## config.mk

```make
export PLATFORM = sky130hd
export DESIGN_NAME = vga_timing_gen_flat
export DESIGN_NICKNAME = d
export VERILOG_FILES = /design/src/rtl/vga_timing_gen_pkg.sv /design/src/rtl/vga_timing_gen_if.sv /design/src/rtl/vga_timing_gen_pixel_tick_div.sv /design/src/rtl/vga_timing_gen.sv /design/src/flat_wrapper.sv
export SDC_FILE = /design/constraint.sdc
export NUM_CORES = 1
export LEC_CHECK = 0
export ABC_AREA = 1
export CAP_MARGIN = 20
export CORE_ASPECT_RATIO = 1.75
export CORE_MARGIN = 5
export CORE_UTILIZATION = 53
export CTS_CLUSTER_DIAMETER = 50
export CTS_CLUSTER_SIZE = 28
export DETAILED_ROUTE_END_ITERATION = 10
export MAX_ROUTING_LAYER = met4
export PLACE_DENSITY_LB_ADDON = 0.12
export SYNTH_ARGS = -nofsm -noshare
export SYNTH_HDL_FRONTEND = slang
export SYNTH_HIERARCHICAL = 1
export SYNTH_SLANG_ARGS = --single-unit
```

## constraint.sdc

```tcl
create_clock -name clk -period 2.3 [get_ports clk]
set_clock_uncertainty 0.05 [all_clocks]
set_input_delay 0.23 -clock clk [delete_from_list [all_inputs] [get_ports clk]]
set_output_delay 0.23 -clock clk [all_outputs]
set_load 0.1 [all_outputs]
```

## src/rtl/vga_timing_gen_pkg.sv

```systemverilog
`timescale 1ns/1ps
// Shared 640x480@60 raster constants, sync polarity and range helper.
// Also used by text-overlay placement for the visible-area bounds.
package vga_timing_pkg;

  localparam int CNT_W = 10;

  localparam int DEF_H_DISPLAY = 640;
  localparam int DEF_H_FRONT   = 16;
  localparam int DEF_H_SYNC    = 96;
  localparam int DEF_H_BACK    = 48;
  localparam int DEF_V_DISPLAY = 480;
  localparam int DEF_V_FRONT   = 10;
  localparam int DEF_V_SYNC    = 2;
  localparam int DEF_V_BACK    = 33;

  localparam int DEF_H_TOTAL = DEF_H_DISPLAY + DEF_H_FRONT + DEF_H_SYNC + DEF_H_BACK;
  localparam int DEF_V_TOTAL = DEF_V_DISPLAY + DEF_V_FRONT + DEF_V_SYNC + DEF_V_BACK;

  localparam logic SYNC_ACTIVE = 1'b0;

  function automatic logic in_range(input logic [CNT_W-1:0] v, input int lo, input int hi);
    return (int'(v) >= lo) && (int'(v) <= hi);
  endfunction

endpackage

```

## src/rtl/vga_timing_gen_if.sv

```systemverilog
`timescale 1ns/1ps
// Raster timing bundle from the timing generator to glyph renderer / colour mux.
// Pure broadcast: no handshake, consumers sample on pixel_tick.
interface vga_timing_if;

  logic                             pixel_tick;
  logic [vga_timing_pkg::CNT_W-1:0] x;
  logic [vga_timing_pkg::CNT_W-1:0] y;
  logic                             hsync;
  logic                             vsync;
  logic                             video_on;
  logic                             line_start;
  logic                             frame_start;

  modport master (
    output pixel_tick, x, y, hsync, vsync, video_on, line_start, frame_start
  );

  modport slave (
    input pixel_tick, x, y, hsync, vsync, video_on, line_start, frame_start
  );

endinterface

```

## src/rtl/vga_timing_gen_pixel_tick_div.sv

```systemverilog
`timescale 1ns/1ps
// Divides clk down to a one-clock pixel strobe every PIX_DIV clocks.
// Strobe is a decode of the counter; with PIX_DIV=1 the counter stays 0 and tick is always high.
module pixel_tick_div #(
  parameter int PIX_DIV = 4
) (
  input  logic clk,
  input  logic reset_n,
  output logic tick
);

  localparam int W = (PIX_DIV > 1) ? $clog2(PIX_DIV) : 1;

  logic [W-1:0] r_div_cnt;
  logic         w_last;

  generate
    if (PIX_DIV < 1) begin : g_bad_div
      $error("pixel_tick_div: PIX_DIV must be >= 1");
    end
  endgenerate

  assign w_last = (r_div_cnt == W'(PIX_DIV - 1));

  always_ff @(posedge clk or negedge reset_n) begin
    if (!reset_n) begin
      r_div_cnt <= '0;
    end else if (w_last) begin
      r_div_cnt <= '0;
    end else begin
      r_div_cnt <= r_div_cnt + W'(1);
    end
  end

  assign tick = w_last;

endmodule

```

## src/rtl/vga_timing_gen.sv

```systemverilog
`timescale 1ns/1ps
// Raster x/y counters with registered sync/blank decode; zero latency relative to x/y.
// No backpressure: free-running, outputs change only on pixel_tick edges.
module vga_timing_gen
  import vga_timing_pkg::*;
#(
  parameter int H_DISPLAY = DEF_H_DISPLAY,
  parameter int H_FRONT   = DEF_H_FRONT,
  parameter int H_SYNC    = DEF_H_SYNC,
  parameter int H_BACK    = DEF_H_BACK,
  parameter int V_DISPLAY = DEF_V_DISPLAY,
  parameter int V_FRONT   = DEF_V_FRONT,
  parameter int V_SYNC    = DEF_V_SYNC,
  parameter int V_BACK    = DEF_V_BACK,
  parameter int PIX_DIV   = 4
) (
  input  logic         clk,
  input  logic         reset_n,
  vga_timing_if.master vga
);

  localparam int H_TOT = H_DISPLAY + H_FRONT + H_SYNC + H_BACK;
  localparam int V_TOT = V_DISPLAY + V_FRONT + V_SYNC + V_BACK;

  localparam int HS_LO = H_DISPLAY + H_FRONT;
  localparam int HS_HI = H_DISPLAY + H_FRONT + H_SYNC - 1;
  localparam int VS_LO = V_DISPLAY + V_FRONT;
  localparam int VS_HI = V_DISPLAY + V_FRONT + V_SYNC - 1;

  generate
    if ((H_TOT > (1 << CNT_W)) || (V_TOT > (1 << CNT_W))) begin : g_bad_total
      $error("vga_timing_gen: H_TOTAL and V_TOTAL must each be <= 1024");
    end
  endgenerate

  logic             w_tick;
  logic [CNT_W-1:0] r_x;
  logic [CNT_W-1:0] r_y;
  logic [CNT_W-1:0] w_x_nxt;
  logic [CNT_W-1:0] w_y_nxt;
  logic             w_x_wrap;
  logic             w_y_wrap;
  logic             r_hsync;
  logic             r_vsync;
  logic             r_video_on;
  logic             w_hsync_nxt;
  logic             w_vsync_nxt;
  logic             w_video_on_nxt;

  pixel_tick_div #(
    .PIX_DIV (PIX_DIV)
  ) u_pixel_tick_div (
    .clk     (clk),
    .reset_n (reset_n),
    .tick    (w_tick)
  );

  assign w_x_wrap = (r_x == CNT_W'(H_TOT - 1));
  assign w_y_wrap = (r_y == CNT_W'(V_TOT - 1));

  always_comb begin
    w_x_nxt = r_x;
    w_y_nxt = r_y;
    if (w_tick) begin
      if (w_x_wrap) begin
        w_x_nxt = '0;
        w_y_nxt = w_y_wrap ? '0 : r_y + CNT_W'(1);
      end else begin
        w_x_nxt = r_x + CNT_W'(1);
      end
    end
  end

  // Decode from next-state counts so registered syncs flip on the same edge as x/y.
  always_comb begin
    w_hsync_nxt    = in_range(w_x_nxt, HS_LO, HS_HI) ? SYNC_ACTIVE : ~SYNC_ACTIVE;
    w_vsync_nxt    = in_range(w_y_nxt, VS_LO, VS_HI) ? SYNC_ACTIVE : ~SYNC_ACTIVE;
    w_video_on_nxt = (w_x_nxt < CNT_W'(H_DISPLAY)) && (w_y_nxt < CNT_W'(V_DISPLAY));
  end

  always_ff @(posedge clk or negedge reset_n) begin
    if (!reset_n) begin
      r_x        <= '0;
      r_y        <= '0;
      r_hsync    <= ~SYNC_ACTIVE;
      r_vsync    <= ~SYNC_ACTIVE;
      r_video_on <= 1'b1;
    end else begin
      r_x        <= w_x_nxt;
      r_y        <= w_y_nxt;
      r_hsync    <= w_hsync_nxt;
      r_vsync    <= w_vsync_nxt;
      r_video_on <= w_video_on_nxt;
    end
  end

  assign vga.pixel_tick  = w_tick;
  assign vga.x           = r_x;
  assign vga.y           = r_y;
  assign vga.hsync       = r_hsync;
  assign vga.vsync       = r_vsync;
  assign vga.video_on    = r_video_on;
  assign vga.line_start  = w_tick && (r_x == '0);
  assign vga.frame_start = w_tick && (r_x == '0) && (r_y == '0);

endmodule

```

## src/flat_wrapper.sv

```systemverilog
// flat-port wrapper written by rule: the top's interface ports become plain ports
module vga_timing_gen_flat import vga_timing_pkg::*;
#(
  parameter int H_DISPLAY = DEF_H_DISPLAY,
  parameter int H_FRONT   = DEF_H_FRONT,
  parameter int H_SYNC    = DEF_H_SYNC,
  parameter int H_BACK    = DEF_H_BACK,
  parameter int V_DISPLAY = DEF_V_DISPLAY,
  parameter int V_FRONT   = DEF_V_FRONT,
  parameter int V_SYNC    = DEF_V_SYNC,
  parameter int V_BACK    = DEF_V_BACK,
  parameter int PIX_DIV   = 4
)
  (clk, reset_n, vga_pixel_tick, vga_x, vga_y, vga_hsync, vga_vsync, vga_video_on, vga_line_start, vga_frame_start);
  vga_timing_if vga_i ();
  input  logic clk;
  input  logic reset_n;
  output wire logic [$bits(vga_i.pixel_tick)-1:0] vga_pixel_tick;
  output wire logic [$bits(vga_i.x)-1:0] vga_x;
  output wire logic [$bits(vga_i.y)-1:0] vga_y;
  output wire logic [$bits(vga_i.hsync)-1:0] vga_hsync;
  output wire logic [$bits(vga_i.vsync)-1:0] vga_vsync;
  output wire logic [$bits(vga_i.video_on)-1:0] vga_video_on;
  output wire logic [$bits(vga_i.line_start)-1:0] vga_line_start;
  output wire logic [$bits(vga_i.frame_start)-1:0] vga_frame_start;
  assign vga_pixel_tick = vga_i.pixel_tick;
  assign vga_x = vga_i.x;
  assign vga_y = vga_i.y;
  assign vga_hsync = vga_i.hsync;
  assign vga_vsync = vga_i.vsync;
  assign vga_video_on = vga_i.video_on;
  assign vga_line_start = vga_i.line_start;
  assign vga_frame_start = vga_i.frame_start;
  vga_timing_gen #(.H_DISPLAY(H_DISPLAY), .H_FRONT(H_FRONT), .H_SYNC(H_SYNC), .H_BACK(H_BACK), .V_DISPLAY(V_DISPLAY), .V_FRONT(V_FRONT), .V_SYNC(V_SYNC), .V_BACK(V_BACK), .PIX_DIV(PIX_DIV)) u_core (.clk(clk), .reset_n(reset_n), .vga(vga_i));
endmodule
```

==> reports/results.ini, run 1 <==
[synthesis]
yosys.area.top_type_share_pct = 33.1
synth.net_count = 242
ys_types = 28
synth_edf_count = 0
synth_area_um2 = 1660
postSynthCellCount = 235
yosys.area.top_type = dfrtp_1
ys_seq_area_share_pct = 37.8
synthArstFlopShare_pct = 100
synthTopCellsByArea = dfrtp_1 (33%), nand2_1 (16%), inv_1 (7.4%)
ys_warn_count = 6
syn_area_per_cell_um2 = 7.08
ys_ff_latch = 25
synth_ff_type = dfrtp_1

[clocking]
cts.clk_slew.worst_paths_ns = 0.08
cts_tree = done
cts_setup_buffers = 0
clock_path_buffers = 2
cts-resized-gates = 0
htree_levels = 1
cts_root_buffer = clkbuf_8
cts.sinks = 25
clk_latency_ns = 0.26
numCtsBuffers = 3
hold_buffers = 0

[finish]
antenna_cells = 0
fin_area_um2 = 2030
syn_to_final_growth_pct = 22.3
n_fill_cell = 274
final_nets = 272
drive_gt1_share_pct = 29.2
final_cell_mix = nand2_1 (69), inv_1 (33), buf_4 (25)
final_common_cell = nand2_1

[place]
gp_congestion = 0.911
dp_hpwl_um = 3200
post_dp_cell_area_um2 = 1990
io_buffers = 27

[worst_setup_path]
critical_path_class = reg -> out
crit_path_start_kind = flop
worst_setup_path_end_kind = primary output
worst_ep_arrival_time_ns = 1.72
crit_required_ns = 2.02
worstPathMaxFanout = 6

[routing]
drt_drc_violations_left = 0
routed.top_layer = met4
dr.pass1.iters = 4
ant_nets = 0
wl_met3_um = 143
wire_per_inst_um = 13.0
initialDrtViolationCount = 60
via_per_inst = 4.92
wl_met1_um = 1560
via_count = 1510
dr_wl_met2_um = 2230
finalWirelength_um = 3980

[global_routing]
grt_max_degree = 26
grt_usage_pct = 21.2
grt_pass1_vias = 1519
grt_pass1_wl_um = 6930
gr-total-overflow = 0
antenna_found_initial = 0

[power_and_ir_drop]
p_leak_nw = 1.13
power.density_nw_per_um2 = 345
p_total_mw = 0.702
seq_power_share_pct = 62.6
combinationalPowerShare_pct = 1.6
vdd_drop_max_mv = 0.487
clkPwrFrac_pct = 35.8
power_switching_mw = 0.139
swShare_pct = 19.8
p_int_mw = 0.563

[floorplan]
dieArea_um2 = 4400
io_pins = 28
rows = 27
dieHeight_um = 84.1
fp.coreArea_um2 = 3070
die_w_um = 52.4
initial_core_util_pct = 54.1

[timing]
drv_slew = 0
rsz0062_at_grt = no
hold_viol = 0
setup_viol = 0
max_freq_mhz = 500
tightestPinTransition_ns = 0.320
post-route-min-period_ns = 2.00
maxSlewHeadroom_pct = 78.7
period_share_pct = 87.0

[run_status]
status = finished, final reports clean

[flow_run]
maxCapViolations = 0

[hold_path]
min_path_type = in -> async

==> power by group through the flow <==
| stage | registers, mW | clock network, mW | logic [mW] |
|---|---|---|---|
| 2_1_floorplan | 0.448 | 0 | 0.000000659 |
| 3_3_place_gp | 0.448 | 0 | 0.0117 |
| 3_5_place_dp | 0.448 | 0 | 0.0118 |
| 4_1_cts | 0.439 | 0.269 | 0.0119 |
| 5_1_grt | 0.439 | 0.284 | 0.0130 |
| 6_report | 0.439 | 0.251 | 0.0110 |
==> path summary, 6_finish.rpt <==
check / slack [ns] / startpoint / end / cells after the start
max in group asynchronous: 1.63 / reset_n / u_core/vga.vsync / 2
worst max-delay path: 0.30 / u_core/vga.x[5] / vga_frame_start / 5
worst min register to register: 0.43 / u_core/u_pixel_tick_div/r_div_cnt[0] / u_core/u_pixel_tick_div/r_div_cnt[0] / 1
worst min-delay path: 0.27 / reset_n / u_core/vga.y[5] / 2
min in group clk: 0.43 / u_core/u_pixel_tick_div/r_div_cnt[0] / u_core/u_pixel_tick_div/r_div_cnt[0] / 1
worst max register to register: 0.47 / u_core/vga.y[0] / u_core/vga.vsync / 12
==> sequential cells by signal, indices dropped and copies added (netlist names) <==
signal	flops
u_core/vga.y	10
u_core/u_pixel_tick_div/r_div_cnt	2
u_core/vga.x	10
u_core/vga.vsync	1
u_core/vga.video_on	1
u_core/vga.hsync	1
==> per-stage QoR <==
stage | setup slack [ns] | hold WS [ns] | cells | util (%) | TNS, ns
2_1_floorplan | -0.407 | -0.116 | 235 | - | -0.407
3_3_place_gp | 0.517 | 0.413 | 303 | 64.7 | 0
3_5_place_dp | 0.509 | 0.422 | 303 | 64.7 | 0
4_1_cts | 0.284 | 0.282 | 307 | 66.2 | 0
5_1_grt | 0.225 | 0.300 | 307 | 66.2 | 0
6_report | 0.300 | 0.275 | 307 | 66.2 | 0
==> worst max-delay path, stage by stage (launching register included) <==
cell and delay, ns:
dfrtp_2 0.46, nor2_2 0.18, nand2_1 0.14, nor3_4 0.27, and3_4 0.23, buf_12 0.17
==> synthesized netlist by cell type, drive strengths merged, types with 3 or more instances <==
library cell   n
nand2         75
o21ai         14
clkinv         3
ha             5
buf            3
dfrtp         22
nand4         10
nand3         18
inv           43
nor2          30
dfstp          3
==> logic make-up after synthesis <==
| logic type | synth area share [%] |
|---|---|
| compound gates | 5.04 |
| xor+xnor | 1.05 |
| fa+ha+maj | 3.76 |
| buf+inv | 11.6 |
| flops | 37.8 |
| simple gates | 40.8 |
==> cell type report <==
class	instances	area, µm²	area share, %
clock buffer	3	41.3	2.03
clock inverter	1	5.00	0.246
inverter	46	173	8.49
multi-input combinational	161	883	43.4
sequential	25	641	31.5
tap	43	53.8	2.64
timing repair buffer	28	238	11.7
==> layer usage <==
layer	global-route usage (%)	vias up
li1	-	788
met4	8.60	0
met5	-	-
met2	36.8	30
met3	2.50	4
met1	23.5	688
No activity file was read; power rests on OpenSTA's default activity.
==> inputs of run 2 (changes only) <==
--- a/config.mk
+++ b/config.mk
@@ -9,7 +9,7 @@
 export CAP_MARGIN = 20
 export CORE_ASPECT_RATIO = 1.75
 export CORE_MARGIN = 5
-export CORE_UTILIZATION = 53
+export CORE_UTILIZATION = 45
 export CTS_CLUSTER_DIAMETER = 50
 export CTS_CLUSTER_SIZE = 28
 export DETAILED_ROUTE_END_ITERATION = 10
==> run 2 against run 1 <==
  * Die area is 15% higher
  * Clock power up 4%
  * Setup slack got worse by 0.011 ns
  * Hold slack worse by 0.016 ns
  * Register-to-register slack got worse by 0.02 ns
  * Critical path type unchanged
==> reports/results.ini, run 2 (same netlist as run 1, synthesis figures left out) <==
[run_status]
status = finished, final reports clean

[global_routing]
gr-total-overflow = 0
grt_max_degree = 26
antenna_found_initial = 0
grt_pass1_vias = 1566
grt_pass1_wl_um = 7160
grt_usage_pct = 18.0

[finish]
final_cells = 310
drive_gt1_share_pct = 29.2
final_nets = 272
final_cell_mix = nand2_1 (69), inv_1 (33), buf_4 (25)
antenna_cells = 0
multi_input_area_um2 = 883
n_fill_cell = 354
syn_to_final_growth_pct = 22.5
register_area_um2 = 641
final_common_cell = nand2_1

[worst_setup_path]
critical_path_class = reg -> out
crit_path_start_kind = flop
crit_required_ns = 2.02
worstPathMaxFanout = 6
worst_setup_path_end_kind = primary output
worst_ep_arrival_time_ns = 1.73

[floorplan]
rows = 29
io_pins = 28
initial_core_util_pct = 46.3
dieArea_um2 = 5060
die_w_um = 56.0
dieHeight_um = 90.4
fp.coreArea_um2 = 3590

[routing]
drt_drc_violations_left = 0
ant_nets = 0
via_count = 1528
dr.pass1.iters = 4
finalWirelength_um = 4020
via_per_inst = 4.93
initialDrtViolationCount = 49
wire_per_inst_um = 13.0

[clocking]
htree_levels = 1
clock_path_buffers = 2
numCtsBuffers = 3
hold_buffers = 0
cts.sinks = 25
clk_latency_ns = 0.27
cts_root_buffer = clkbuf_8
cts-resized-gates = 0
cts_setup_buffers = 0
cts_tree = done
cts.clk_slew.worst_paths_ns = 0.09

[power_and_ir_drop]
vdd_drop_max_mv = 0.326
power_switching_mw = 0.147
p_int_mw = 0.563
p_total_mw = 0.710
swShare_pct = 20.7
seq_power_share_pct = 61.8
power.density_nw_per_um2 = 349
combinationalPowerShare_pct = 1.6
p_leak_nw = 1.13
clkPwrFrac_pct = 36.6

[timing]
holdWs_ns = 0.259
period_share_pct = 87.4
maxSlewHeadroom_pct = 78.3
setup_tns_ns = 0
tightestPinTransition_ns = 0.325
rsz0062_at_grt = no
drv_slew = 0
post-route-min-period_ns = 2.01
max_freq_mhz = 497
setup_viol = 0
hold_viol = 0

[place]
io_buffers = 27
gp_congestion = 0.814
dp_cells = 306
dp_hpwl_um = 3240

[flow_run]
maxCapViolations = 0

[hold_path]
min_path_type = in -> async

## run 2: cell counts in the layout (fill, tap and decap cells not counted)
No cell type changed its count.
## run 2: area by class of cell
cell class | instances | share of cell area (%)
multi-input cells | 161 | 43.3
inverters | 46 | 8.47
flip-flops and latches | 25 | 31.4
repair buffers | 28 | 11.7
clock inverters | 1 | 0.246
well taps | 46 | 2.82
clock buffers | 3 | 2.03
## run 2: metal layers
metal / vias to the layer above / track usage (%) / part of all wire (%)
li1: 791 / - / -
met1: 702 / 19.0 / 39
met2: 27 / 32.8 / 55
met3: 8 / 2.86 / 3.5
met4: 0 / 6.93 / 2.4
met5: - / - / 0
## run 2: worst paths after layout
kind | from | endpoint | slack, ns | cells past startpoint
min in group clk | u_core/u_pixel_tick_div/r_div_cnt[0] | u_core/u_pixel_tick_div/r_div_cnt[0] | 0.43 | 1
min | reset_n | u_core/vga.y[5] | 0.26 | 2
max reg2reg | u_core/vga.x[0] | u_core/vga.hsync | 0.45 | 11
min reg2reg | u_core/u_pixel_tick_div/r_div_cnt[0] | u_core/u_pixel_tick_div/r_div_cnt[0] | 0.43 | 1
max | u_core/vga.x[5] | vga_frame_start | 0.29 | 5
max in group asynchronous | reset_n | u_core/vga.video_on | 1.64 | 2
## run 2: worst max-delay path, stage by stage, from the launching register on
cell and delay (ns):
dfrtp_2 0.46, nor2_2 0.19, nand2_1 0.14, nor3_4 0.27, and3_4 0.23, buf_12 0.17
## run 2: stage by stage
stage | utilization (%) | area, µm² | setup WS, ns
floorplan | - | 1730 | -0.407
CTS | 56.7 | 2040 | 0.263
global placement | 55.5 | 1990 | 0.480
detailed placement | 55.5 | 1990 | 0.449
global route | 56.7 | 2040 | 0.185
finish | 56.7 | 2040 | 0.289
## run 2: power groups by stage
stage	sequential, mW	clock (mW)	combinational, mW
after global placement	0.448	0	0.0117
after global routing	0.439	0.291	0.0133
after CTS	0.439	0.270	0.0118
after detailed placement	0.448	0	0.0118
final	0.439	0.260	0.0111
after floorplan	0.448	0	0.000000659
==> edit, RTL diff (flow settings as in run 2) <==
Set the package constant `CNT_W` to 11 (it was 10).
--- a/src/rtl/vga_timing_gen_pkg.sv
+++ b/src/rtl/vga_timing_gen_pkg.sv
@@ -3,7 +3,7 @@
 // Also used by text-overlay placement for the visible-area bounds.
 package vga_timing_pkg;
 
-  localparam int CNT_W = 10;
+  localparam int CNT_W = 11;
 
   localparam int DEF_H_DISPLAY = 640;
   localparam int DEF_H_FRONT   = 16;
Interface: changed (resized vga_x and vga_y); port bits go from 28 to 30. The function was not compared with the original's and may differ.
==> edit against run 2 <==
  * Synthesized cell count decreased by 3.4%
  * Sequential share of layout area grew 0.82 points
  * Area after synthesis increased by 4.0%
  * Via count up 5.3%
  * Worst hold slack gained 0.014 ns
  * Non-clock buffer count up 5
  * First-iteration DRC count fell by 2.0%
  * Wire length rose by 11%
  * Setup slack got worse by 0.21 ns
  * Design area increased by 6.0%
  * Sequential cell count up 2
  * Total power is 6.5% higher
  * Highest routed layer unchanged
==> edit: results (changes against run 2) <==
[critical_path]
r2r_start = u_core/u_pixel_tick_div/r_div_cnt[0]
cp-startpoint = u_core/vga.y[1]
r2r_slack_ns = 0.35  ; -0.10 ns
timing.rr.end = u_core/vga.vsync
cp_data_arrival_time_ns = 1.94  ; +0.21 ns
critical_path.max_fanout = 4  ; -2

[detailed_routing]
drt_pass1_iterations = 4  ; unchanged
met3_length_um = 182  ; +30%
dr_wl_met2_mm = 2.52  ; +15%
m1WireLength_mm = 1.60  ; +1.6%
wl_per_cell_um = 14.5  ; +12%
vias = 1609  ; +5.3%
vias_per_cell = 5.24  ; +6.3%
initialDrtViolationCount = 48  ; -2.0%

[power]
clkPwrFrac = 0.357  ; -0.009
p_seq_frac = 0.627  ; +0.009
fin_total_pwr_mw = 0.756  ; +6.5%
peakVddDrop_mv = 0.313  ; -3.8%
p_int_mw = 0.599  ; +6.3%
leakagePower_nw = 1.04  ; -7.6%

[placed_design]
place_ws_ns = 0.322  ; -0.126 ns
dp_cells = 303  ; -0.98%
post_dp_cell_area_um2 = 2110  ; +5.9%
dp_hpwl_mm = 3.59  ; +11%
gp_congestion = 0.920  ; +13%
portBuffers = 29  ; +7.4%

[synthesis]
ys_seq_area_frac = 0.393  ; +0.0144
synth_nets = 234  ; -3.3%
synthTopCellsByCount = nand2_1, inv_1, dfrtp_1
synth-adder-area-share = 0.0362  ; -0.00144
synth_compound_area_frac = 0.0492  ; -0.00121
synthMuxAreaShare = 0  ; unchanged
synthDistinctLibCells = 30  ; +7.1%
ys_warn_count = 6  ; unchanged
synth.top_cells.by_area = dfrtp_1, nand2_1, inv_1, nand3_1, dfstp_2
synth_xor_area_frac = 0.0347  ; +0.0242
synth_flop_cell = dfrtp_1
syn_avg_cell_area_um2 = 7.62  ; +7.6%

[grt]
antenna_found_initial = 0  ; unchanged
use_met3 = 0.0183  ; -0.0104
grt_use_total = 0.186  ; +0.00601
grt_max_degree = 28  ; +7.7%
grt_pass1_wl_mm = 7.46  ; +4.2%
grt_use_met1 = 0.188  ; -0.00179
met2_usage = 0.349  ; +0.0213

[cells_and_area]
layout-drive-gt1-share = 0.322  ; +0.0302
multi_input_area_um2 = 928  ; +5.1%
fin_nets = 269  ; -1.1%
fillers = 364  ; +2.8%

[clock_network]
htree_levels = 1  ; unchanged
cts_max_path_buffers = 2  ; unchanged
cts-root-buf = clkbuf_8
cts_setup_buffers = 0  ; unchanged
clock_latency_ns = 0.28

[status]
status = complete, no violations

[min_path]
hp-class = in2async

[sta]
worst_hold_slack_ns = 0.273  ; +0.0141 ns
fmax_mhz = 451  ; -9.3%
max-slew-margin-rel = 0.766  ; -0.0173

[edit: cell count changes in the layout (fill, tap and decap cells not counted), sizes merged, moves of 3 or more]
cell,run 2,this run
nand2,75,57
nand3,18,27
buf,27,32
inv,43,38
o21ai,14,10
nor3,2,5
[edit: logic make-up (layout without fill, tap and decap cells)]
logic type / Yosys count / after routing
XOR/XNOR: 6 / 6
flip-flops: 27 / 27
AND/OR/NAND/NOR: 131 / 131
adder cells (fa/ha/maj): 5 / 5
buffers and inverters: 43 / 77
AO/OA/AOI/OAI: 15 / 15
[edit: critical path: stages, from the launching register on]
cell	delay, ns
dfrtp_4	0.51
inv_4	0.08
ha_4	0.12
inv_2	0.03
nor2_4	0.07
nand2_1	0.05
or4_4	0.43
nor3_4	0.16
buf_12	0.20
[edit: final cells by class]
class                   count  area share
clock buffers               3      0.0191
clock inverters             1     0.00232
inverters                  40      0.0724
multi-input cells         157       0.430
flip-flops and latches     27       0.323
well taps                  46      0.0266
repair buffers             33       0.127
